<file path="src/rtl/hangman_engine_param_if.sv">
// Guess/word handshake and status bundle between the input decoder,
// the hangman engine and the status output packer.
interface hangman_engine_param_if #(
  parameter int WORD_LEN   = 5,
  parameter int LETTER_W   = 5,
  parameter int MAX_MISSES = 7
);
  localparam int MISS_W = $clog2(MAX_MISSES + 1);

  logic                         word_load;
  logic [WORD_LEN*LETTER_W-1:0] word_in;
  logic                         guess_valid;
  logic [LETTER_W-1:0]          guess_letter;
  logic                         busy;
  logic [WORD_LEN-1:0]          found_mask;
  logic [MISS_W-1:0]            miss_count;
  logic                         win;
  logic                         lose;
  logic                         repeat_hit;

  // Decoder side: supplies word and guesses, observes game status.
  modport master (
    output word_load, word_in, guess_valid, guess_letter,
    input  busy, found_mask, miss_count, win, lose, repeat_hit
  );

  // Engine side.
  modport slave (
    input  word_load, word_in, guess_valid, guess_letter,
    output busy, found_mask, miss_count, win, lose, repeat_hit
  );
endinterface

</file>
<file path="src/rtl/hangman_engine_param.sv">
// Hangman game engine: holds a WORD_LEN-letter secret word, scans each
// guess against one position per clock, reveals every matching position
// and tracks misses up to MAX_MISSES.
module hangman_engine_param #(
  parameter int WORD_LEN   = 5,
  parameter int LETTER_W   = 5,
  parameter int MAX_MISSES = 7,
  parameter int MISS_W     = $clog2(MAX_MISSES + 1)
) (
  input  logic                  clk,
  input  logic                  reset,
  hangman_engine_param_if.slave bus
);

  localparam int IDX_W = (WORD_LEN > 1) ? $clog2(WORD_LEN) : 1;

  typedef enum logic [2:0] {
    IDLE = 3'd0,
    PLAY = 3'd1,
    SCAN = 3'd2,
    EVAL = 3'd3,
    WIN  = 3'd4,
    LOSE = 3'd5
  } state_t;

  state_t              state_reg;
  logic [LETTER_W-1:0] word_reg [WORD_LEN];
  logic [LETTER_W-1:0] letter_reg;
  logic [IDX_W-1:0]    idx_reg;
  logic                hit_reg;
  logic                new_reg;
  logic                busy_reg;
  logic [WORD_LEN-1:0] found_pos_reg;  // bit i = position i revealed
  logic [MISS_W-1:0]   miss_reg;
  logic                win_reg;
  logic                lose_reg;
  logic                repeat_hit_reg;

  logic                load_word;
  logic                cur_match;
  logic                last_idx;
  logic [MISS_W-1:0]   miss_next;

  // A new word is accepted only from IDLE or from a finished game.
  assign load_word = bus.word_load &&
                     (state_reg == IDLE || state_reg == WIN || state_reg == LOSE);
  assign cur_match = (word_reg[idx_reg] == letter_reg);
  assign last_idx  = (idx_reg == IDX_W'(WORD_LEN - 1));
  // Miss counter saturates so it can never wrap past the limit.
  assign miss_next = (miss_reg == MISS_W'(MAX_MISSES)) ? miss_reg
                                                       : miss_reg + 1'b1;

  // Secret word register; position 0 is the most significant slice of word_in.
  always_ff @(posedge clk or negedge reset) begin
    if (!reset) begin
      for (int i = 0; i < WORD_LEN; i++) word_reg[i] <= '0;
    end else if (load_word) begin
      for (int i = 0; i < WORD_LEN; i++)
        word_reg[i] <= bus.word_in[(WORD_LEN-1-i)*LETTER_W +: LETTER_W];
    end
  end

  // Game FSM with all status outputs registered.
  always_ff @(posedge clk or negedge reset) begin
    if (!reset) begin
      state_reg      <= IDLE;
      letter_reg     <= '0;
      idx_reg        <= '0;
      hit_reg        <= 1'b0;
      new_reg        <= 1'b0;
      busy_reg       <= 1'b0;
      found_pos_reg  <= '0;
      miss_reg       <= '0;
      win_reg        <= 1'b0;
      lose_reg       <= 1'b0;
      repeat_hit_reg <= 1'b0;
    end else begin
      repeat_hit_reg <= 1'b0;
      case (state_reg)
        IDLE: begin
          if (bus.word_load) begin
            found_pos_reg <= '0;
            miss_reg      <= '0;
            state_reg     <= PLAY;
          end
        end
        PLAY: begin
          // A guess wins over a simultaneous word_load, which is dropped.
          if (bus.guess_valid) begin
            letter_reg <= bus.guess_letter;
            idx_reg    <= '0;
            hit_reg    <= 1'b0;
            new_reg    <= 1'b0;
            busy_reg   <= 1'b1;
            state_reg  <= SCAN;
          end
        end
        SCAN: begin
          if (cur_match) begin
            found_pos_reg[idx_reg] <= 1'b1;
            hit_reg                <= 1'b1;
            if (!found_pos_reg[idx_reg]) new_reg <= 1'b1;
          end
          if (last_idx) state_reg <= EVAL;
          else          idx_reg   <= idx_reg + 1'b1;
        end
        EVAL: begin
          busy_reg <= 1'b0;
          if (!hit_reg) miss_reg <= miss_next;
          if (hit_reg && !new_reg) repeat_hit_reg <= 1'b1;
          if (&found_pos_reg) begin
            win_reg   <= 1'b1;
            state_reg <= WIN;
          end else if (!hit_reg && miss_next == MISS_W'(MAX_MISSES)) begin
            lose_reg  <= 1'b1;
            state_reg <= LOSE;
          end else begin
            state_reg <= PLAY;
          end
        end
        WIN, LOSE: begin
          // Restart with a new word takes priority over returning to IDLE.
          if (bus.word_load) begin
            found_pos_reg <= '0;
            miss_reg      <= '0;
            win_reg       <= 1'b0;
            lose_reg      <= 1'b0;
            state_reg     <= PLAY;
          end else if (bus.guess_valid) begin
            found_pos_reg <= '0;
            miss_reg      <= '0;
            win_reg       <= 1'b0;
            lose_reg      <= 1'b0;
            state_reg     <= IDLE;
          end
        end
        default: state_reg <= IDLE;
      endcase
    end
  end

  // found_mask is presented MSB-first: position i drives bit WORD_LEN-1-i.
  for (genvar gi = 0; gi < WORD_LEN; gi++) begin : g_mask
    assign bus.found_mask[WORD_LEN-1-gi] = found_pos_reg[gi];
  end

  assign bus.busy       = busy_reg;
  assign bus.miss_count = miss_reg;
  assign bus.win        = win_reg;
  assign bus.lose       = lose_reg;
  assign bus.repeat_hit = repeat_hit_reg;

endmodule

</file>
<file path="src/flat_wrapper.sv">
// flat-port wrapper written by rule: the top's interface ports become plain ports
module hangman_engine_param_flat 
#(
  parameter int WORD_LEN   = 5,
  parameter int LETTER_W   = 5,
  parameter int MAX_MISSES = 7,
  parameter int MISS_W     = $clog2(MAX_MISSES + 1)
)
  (clk, reset, bus_word_load, bus_word_in, bus_guess_valid, bus_guess_letter, bus_busy, bus_found_mask, bus_miss_count, bus_win, bus_lose, bus_repeat_hit);
  hangman_engine_param_if #(.WORD_LEN(WORD_LEN), .LETTER_W(LETTER_W), .MAX_MISSES(MAX_MISSES)) bus_i ();
  input  logic clk;
  input  logic reset;
  input wire logic [$bits(bus_i.word_load)-1:0] bus_word_load;
  input wire logic [$bits(bus_i.word_in)-1:0] bus_word_in;
  input wire logic [$bits(bus_i.guess_valid)-1:0] bus_guess_valid;
  input wire logic [$bits(bus_i.guess_letter)-1:0] bus_guess_letter;
  output wire logic [$bits(bus_i.busy)-1:0] bus_busy;
  output wire logic [$bits(bus_i.found_mask)-1:0] bus_found_mask;
  output wire logic [$bits(bus_i.miss_count)-1:0] bus_miss_count;
  output wire logic [$bits(bus_i.win)-1:0] bus_win;
  output wire logic [$bits(bus_i.lose)-1:0] bus_lose;
  output wire logic [$bits(bus_i.repeat_hit)-1:0] bus_repeat_hit;
  assign bus_i.word_load = bus_word_load;
  assign bus_i.word_in = bus_word_in;
  assign bus_i.guess_valid = bus_guess_valid;
  assign bus_i.guess_letter = bus_guess_letter;
  assign bus_busy = bus_i.busy;
  assign bus_found_mask = bus_i.found_mask;
  assign bus_miss_count = bus_i.miss_count;
  assign bus_win = bus_i.win;
  assign bus_lose = bus_i.lose;
  assign bus_repeat_hit = bus_i.repeat_hit;
  hangman_engine_param #(.WORD_LEN(WORD_LEN), .LETTER_W(LETTER_W), .MAX_MISSES(MAX_MISSES), .MISS_W(MISS_W)) u_core (.clk(clk), .reset(reset), .bus(bus_i));
endmodule
</file>
<file path="config.mk">
export PLATFORM = sky130hd
export DESIGN_NAME = hangman_engine_param_flat
export DESIGN_NICKNAME = d
export VERILOG_FILES = /design/src/rtl/hangman_engine_param_if.sv /design/src/rtl/hangman_engine_param.sv /design/src/flat_wrapper.sv
export SDC_FILE = /design/constraint.sdc
export NUM_CORES = 1
export LEC_CHECK = 0
export ABC_AREA = 1
export CAP_MARGIN = 20
export CORE_ASPECT_RATIO = 1.2
export CORE_UTILIZATION = 50
export CTS_BUF_LIST = sky130_fd_sc_hd__clkbuf_16
export DETAILED_ROUTE_END_ITERATION = 6
export PLACE_DENSITY = 0.86
export SKIP_LAST_GASP = 1
export SLEW_MARGIN = 10
export SYNTH_ARGS = -nofsm -noshare
export SYNTH_HDL_FRONTEND = slang
export SYNTH_SLANG_ARGS = --single-unit
</file>
<file path="constraint.sdc">
create_clock -name clk -period 2.15 [get_ports clk]
set_input_delay 0.43 -clock clk [delete_from_list [all_inputs] [get_ports clk]]
set_output_delay 0.43 -clock clk [all_outputs]
set_load 0.05 [all_outputs]
</file>
* After elaboration in Yosys (flattened, before gate mapping)
Index checks and enable logic that the tools add are counted.
Word-level totals: flip-flop bits (word level) 50, bits of input ports 34, output and inout port bits 12, word-level logic and storage cells 112
Operators by class: add/sub/neg operators 2, $lt $le $gt $ge 3, eq/ne operators 20, mux-type cells 43, bitwise operators 2, reductions and logical operators 26
Operators with widths (count):
- 3-bit two-way mux | 12
- 5-bit two-way mux | 6
- 4-bit AND reduction | 5
- 5-bit binary-select mux with 3-bit select | 1
- 3-bit equality test (second input constant) | 5
- 3-bit case mux with 5 select lines | 1
- 5-bit case mux with 3 select lines | 1
- 1-bit two-way mux | 13
- 2-bit inequality test (second input constant) | 6
- 1-bit case mux with 2 select lines | 5
- 3-bit case mux with 3 select lines | 1
- 3-bit AND reduction | 3
- 2-bit by 1-bit inequality test with 1-bit output (second input constant) | 4
- 3-bit by 1-bit adder with 3-bit output (second input constant) | 2
- 3-bit by 2-bit equality test with 1-bit output (second input constant) | 2
- 3-bit case mux with 2 select lines | 1
- 2-bit nonzero test | 3
- 3-bit nonzero test | 2
- 5-bit equality test | 1
- 5-bit bitwise OR | 1
- 5-bit AND reduction | 1
- 4-bit greater-or-equal comparator (second input constant) | 1
- 1-bit logical AND | 4
- 3-bit by 4-bit less-than comparator with 1-bit output (second input constant) | 1
- 11 further kinds | 14

* Depth between registers and ports, before layout
Gate-level depths: netlist of run 1.
depth in word-level cells 7, mapped depth 16, mapped depth without buffers 15

* Worst setup path before layout of run 1
OpenSTA, ideal clock, no wires.
path kind register -> register, start register u_core.idx_reg[0], end register u_core.found_pos_reg[1], setup time 124 ps, arrival 1501 ps, data required time 2026 ps, setup slack 526 ps, cell stages (with the launch flop) 13, path buffers 1, period minus slack after synthesis 1624 ps, cells stage by stage dfrtp_1 -> buf_6 -> or2_0 -> nand3_1 -> nand2_1 -> o21bai_1 -> nand3_2 -> nor2_2 -> nand2_2 -> nand2_4 -> nand2_4 -> nand2_1 -> o21ai_2
On the way: cells in the longest elaborated chain, start to end 7, elaborated cells on any way between the ends 15, classes of those cells order compare (2); eq/ne (2); mux (7); bitwise (2); reduce/logical (2)
Ends and longest elaborated chain:
- from (decl) | line hangman_engine_param.sv:29 | logic [IDX_W-1:0] idx_reg;
- from (signal assigned) | line hangman_engine_param.sv:105 | else idx_reg <= idx_reg + 1'b1;
- 3-bit by 4-bit less-than comparator with 1-bit output (implied by the code) (tied with other cells) | line hangman_engine_param.sv:100 | found_pos_reg[idx_reg] <= 1'b1;
- 1-bit logical AND (implied by the code) or 5-bit binary-select mux with 3-bit select (tied branches) | line hangman_engine_param.sv:100, hangman_engine_param.sv:47
- 1-bit two-way mux (implied by the code) or 5-bit two-way mux (tied branches) | line hangman_engine_param.sv:100, hangman_engine_param.sv:47
- 1-bit demux with 3-bit select or 5-bit two-way mux (tied branches)
- 5-bit bitwise OR (no line) or 5-bit equality test (tied branches)
- 5-bit two-way mux or 2-bit by 1-bit inequality test with 1-bit output (tied branches)
- 5-bit case mux with 3 select lines or 4-bit AND reduction (tied branches)
- to (signal assigned) | line hangman_engine_param.sv:72 | found_pos_reg <= '0;
- to (signal assigned) | line hangman_engine_param.sv:82 | found_pos_reg <= '0;
- to (signal, indexed assignment) | line hangman_engine_param.sv:100
- to (decl) | line hangman_engine_param.sv:33 | logic [WORD_LEN-1:0] found_pos_reg;
Parallel ways exist; a longest one is shown, timed or not. The select of a mux whose other input is x is not followed. A chain may end at the register's enable or synchronous reset.

* Final worst setup path of run 1
start register u_core.found_pos_reg[4], end output bus_found_mask[0]
RTL lines:
- to (decl) | line flat_wrapper.sv:18 | output wire logic [$bits(bus_i.found_mask)-1:0] bus_found_mask;
No word-level cell between the ends.

==> results.json, run 1 <==
{
  "status": "complete, no violations",
  "htree_num_levels": 2,
  "p_leak_nw": 1.547,
  "yosysSeqAreaShare_pct": 47.39,
  "cp_slowest_cell": "clkdlybuf4s50_1",
  "via_per_inst": 5.277,
  "path_cells": "clkdlybuf4s50_1",
  "clock_sinks": 50,
  "clock.fmax_mhz": 507.9,
  "hp-class": "in -> async",
  "drv_cap": 0,
  "cp.required_ps": 1720,
  "syn_area_um2": 2640,
  "clkSlewWorstSetupHoldPaths_ps": 70,
  "nets": 378,
  "core_area_um2": 5010,
  "drt-total-wl_mm": 5.146,
  "yosysWarningCount": 0,
  "grt_pass1_vias": 2081,
  "fp.dieW_um": 68.33,
  "setup_violations": 0,
  "fin_crit_ps": 1969,
  "yosysTopAreaCell": "dfrtp_1",
  "n_fill_cell": 432,
  "finalWeightedCongestion": 0.8325,
  "relSlewSlack_pct": 64.68,
  "cts_hold_buf": 0,
  "rows": 28,
  "antenna_found_initial": 0,
  "clock_path_buffers": 2,
  "placed_area_um2": 3142,
  "die_y_um": 81.60,
  "grt_overflow": 0,
  "async_flop_share_pct": 100.0,
  "crit_fanout": 5,
  "ys_ff_latch": 50,
  "synthFlopType": "dfrtp_1",
  "io_buffers": 45,
  "arrival_ps": 1540,
  "yosysMostFrequentCell": "nand2_1",
  "wl_per_cell_um": 12.83,
  "drcViolationCount": 0,
  "top_layer": "met4",
  "synth_edf_count": 0,
  "synth_area_leaders": "dfrtp_1, nand2_1, mux2_2",
  "rsz0062_at_grt": "false",
  "cts_buffers": 5,
  "met2WireLength_mm": 2.761,
  "max_stage_delay_ps": 830,
  "drive_above_1_share_pct": 18.48,
  "regArea_um2": 1252,
  "grt_first_pass_wirelength_mm": 8.928,
  "peakVddDrop_v": 0.0006415,
  "syn_inst": 293,
  "ant_nets": 0,
  "fin_area_um2": 3282,
  "crit_path_end_kind": "primary output",
  "crit_type": "reg -> out",
  "initial_core_util_pct": 52.70,
  "skew_ps": 10.17,
  "hold_viol_final": 0,
  "die_area_um2": 5576,
  "avgSynthCellArea_um2": 9.010,
  "cp-start-kind": "flop",
  "grt_max_degree": 30,
  "diodes": 0,
  "synth_top_area_share_pct": 47.39,
  "clock_latency_ps": 290,
  "vias": 2116,
  "grt_use_total_pct": 21.43,
  "syn_nets": 330,
  "drtIter0Drc": 86,
  "firstDrtPassIters": 5,
  "hpwlAfterDp_mm": 3.845,
  "synth.distinct_cells": 34,
  "period_share_pct": 91.58,
  "multi_input_area_um2": 1187,
  "crit_buf_inv": 1,
  "cellPowerDensity_nw_per_um2": 1492,
  "syn_to_final_growth_pct": 24.31,
  "pin_count": 46,
  "synth_common_cells": "nand2_1, dfrtp_1, nor2_1",
  "clock-root-buffer": "clkbuf_16",
  "path_delay_family": "buffers and inverters",
  "worst_pin_slew_ps": 529.8,
  "cts_tree": "built",
  "wl_met3_um": 150,
  "slew_violations": 0,
  "final.setup.tns_ps": 0,
  "m1WireLength_mm": 2.149,
  "largest_register_ffs": 25
}
## worst reg2reg max path, stage by stage, from the launching register on
cell     delay [ps]
dfrtp_1         640
inv_4           140
nand4_1         110
nand2_1          80
nor3_1          200
nor2_1           80
nor2_2          120
nand2_2          80
nand2_4          90
nand2_4         100
nand2_1         100
o21ai_2          50
## metrics by stage
step | setup slack [ps] | utilization, % | hold slack [ps] | instances | power (mW)
after floorplan | 525.7 | - | 134.4 | 293 | 3.606
after global placement | 163.3 | 62.71 | 431.7 | 394 | 4.054
after detailed placement | 88.59 | 62.71 | 438.2 | 394 | 4.154
after CTS | 139.2 | 65.48 | 126.3 | 401 | 4.922
after global routing | 106.3 | 65.51 | 140.8 | 401 | 5.303
final | 181.1 | 65.51 | 106.7 | 401 | 4.896
## area by class of cell
cell class	count	share of cell area [%]
clock buffers	5	3.812
clock inverters	2	0.4194
inverters	30	3.660
multi-input cells	204	36.18
flip-flops and latches	50	38.16
well taps	60	2.287
repair buffers	50	15.48
## final timing paths
path	startpoint	end	slack, ps	cells after the start
min reg2reg	u_core.new_reg	u_core.bus.repeat_hit	450	1
max	u_core.found_pos_reg[4]	bus_found_mask[0]	180	1
min	reset	u_core.found_pos_reg[0]	110	1
min in group clk	u_core.new_reg	u_core.bus.repeat_hit	450	1
max reg2reg	u_core.idx_reg[2]	u_core.found_pos_reg[2]	250	11
max in group asynchronous	reset	u_core.letter_reg[1]	1500	2
## cell families (layout without fill, tap and decap cells)
family                     Yosys count  after routing  share of synthesized area [%]
AOI/OAI and AO/OA                   37             37                          8.767
adders and majority gates            3              3                          1.422
DFF                                 50             50                          47.39
buffers and inverters               39             87                          7.630
xor gates and xnor gates             2              2                         0.6636
muxes                               22             22                          9.384
and+or+nand+nor                    140            140                          24.74
## metal layers
layer	global-route usage, %	up-vias
li1	-	1062
met1	24.69	1002
met2	38.92	46
met3	3.750	6
met4	7.500	0
met5	0	-
## timing repair
action | 4_1_cts | 5_1_grt
resized for setup | 0 | 1
setup buffers | 0 | 0
endpoints found under the setup margin | 0 | 5
hold endpoints to repair | 0 | 0
## placed cells by master, fill, tap and decap left out, drive strengths merged, types with 6 or more instances in the layout
cell and n:
nand2 73, dfrtp 50, clkdlybuf4s50 44, inv 31, nor2 30, mux2 22, o21ai 19, nand3 18
nand4 13, a21oi 9, buf 6
## power by group
part	internal (mW)	switching, mW	leakage [nW]
sequential	1.37	0.338	0.613
combinational	0.990	1.44	0.864
clock	0.427	0.334	0.0701
Note: power is estimated with default switching activity, not from simulation.
==> inputs of run 2 (changes only) <==
Settings changed: PLACE_DENSITY 0.86 to not set, PLACE_DENSITY_LB_ADDON set to 0.1.
==> results.json, run 2 (synthesis gave the netlist of run 1 again) <==
{
  "fin_cells": 403,
  "startpoint": "u_core.found_pos_reg[4]",
  "via_per_inst": 5.231,
  "initial_core_util_pct": 52.70,
  "syn_to_final_growth_pct": 24.50,
  "drt-total-wl_mm": 5.029,
  "final.setup.tns_ps": 0,
  "p_leak_nw": 1.556,
  "rr_endpoint": "u_core.found_pos_reg[1]",
  "status": "complete, no violations",
  "worst_pin_slew_ps": 531.9,
  "clock_path_buffers": 2,
  "ant_nets": 0,
  "clock.fmax_mhz": 508.5,
  "layout_commonest_cell": "nand2_1",
  "largest_register_ffs": 25,
  "r2r_slack_ps": 250,
  "grt_use_total_pct": 20.74,
  "grt_first_pass_wirelength_mm": 8.500,
  "crit_buf_inv": 1,
  "crit_cells": 1,
  "cts_hold_buf": 0,
  "grt_pass1_vias": 1938,
  "drv_cap": 0,
  "slew_violations": 0,
  "cp.required_ps": 1720,
  "fp.dieW_um": 68.33,
  "drcViolationCount": 0,
  "rsz0062_at_grt": "false",
  "grt_max_degree": 30,
  "peakVddDrop_v": 0.0006556,
  "nets": 379,
  "crit_fanout": 5,
  "hpwlAfterDp_mm": 3.783,
  "cp_slowest_cell": "clkdlybuf4s50_1",
  "finalWeightedCongestion": 0.7556,
  "diodes": 0,
  "cp-start-kind": "flop",
  "path_cells": "clkdlybuf4s50_1",
  "clock-root-buffer": "clkbuf_16",
  "hold_viol_final": 0,
  "core_area_um2": 5010,
  "setup_violations": 0,
  "reg2reg_depth": 12,
  "path_delay_family": "buffers and inverters",
  "antenna_found_initial": 0,
  "crit_path_end_kind": "primary output",
  "vias": 2108,
  "final_cell_mix": "nand2_1, dfrtp_1, clkdlybuf4s50_1",
  "firstDrtPassIters": 4,
  "clkSlewWorstSetupHoldPaths_ps": 70,
  "drtIter0Drc": 69,
  "relSlewSlack_pct": 64.54,
  "crit_type": "reg -> out",
  "hp-class": "in -> async",
  "wl_per_cell_um": 12.48,
  "endpoint": "bus_found_mask[0]",
  "max_stage_delay_ps": 830,
  "die_area_um2": 5576,
  "cts_tree": "built",
  "arrival_ps": 1540,
  "dp.cells": 395,
  "r2r_start": "u_core.idx_reg[2]",
  "pin_count": 46,
  "io_buffers": 45,
  "period_share_pct": 91.46,
  "htree_num_levels": 2,
  "clock_latency_ps": 290,
  "cts_buffers": 5,
  "drive_above_1_share_pct": 18.08,
  "die_y_um": 81.60,
  "post_cts_buffers": 0,
  "fin_crit_ps": 1966,
  "cellPowerDensity_nw_per_um2": 1486,
  "clock_sinks": 50,
  "rows": 28,
  "cts_resized": 0,
  "skew_ps": 7.751,
  "grt_overflow": 0
}
## run 2: worst min path at each step
stage                               to      startpoint  cells past startpoint
6_report           u_core.state_reg[1]           reset                      1
5_1_grt        u_core.found_pos_reg[0]           reset                      1
4_1_cts            u_core.state_reg[1]           reset                      1
3_5_place_dp     u_core.bus.repeat_hit  u_core.new_reg                      1
3_3_place_gp     u_core.bus.repeat_hit  u_core.new_reg                      1
2_1_floorplan          u_core.bus.busy           reset                      0
## run 2: cell type report
cell class	instances	area [um^2]
timing repair buffer	51	515.5
clock inverter	3	12.51
multi-input combinational	204	1187
fill	427	1723
sequential	50	1251
clock buffer	5	125.1
inverter	30	120.1
tap	60	75.07
## run 2: power by group
group / switching, mW / internal [mW] / leakage [nW]
Sequential: 0.326 / 1.37 / 0.614
Clock: 0.327 / 0.421 / 0.0724
Combinational: 1.44 / 0.999 / 0.869
Total: 2.10 / 2.79 / 1.56
## run 2: per-layer routing
metal / share of wire (%) / up-vias / track usage [%]
met1: 44 / 985 / 24.98
met4: 1.8 / 0 / 7.083
met2: 50 / 43 / 35.78
met3: 3.6 / 8 / 4.722
met5: 0 / - / 0
li1: - / 1072 / -
## run 2: through the flow
stage | total power [mW] | util [%] | hold WS [ps] | cell area, um^2 | setup WS (ps)
2_1_floorplan | 3.606 | - | 134.4 | 2640 | 525.7
3_3_place_gp | 4.110 | 62.86 | 415.3 | 3149 | 136.1
3_5_place_dp | 4.168 | 62.86 | 409.0 | 3149 | 77.72
4_1_cts | 4.926 | 65.61 | 136.0 | 3287 | 165.4
5_1_grt | 5.288 | 65.61 | 162.5 | 3287 | 92.79
6_report | 4.884 | 65.61 | 118.3 | 3287 | 183.5
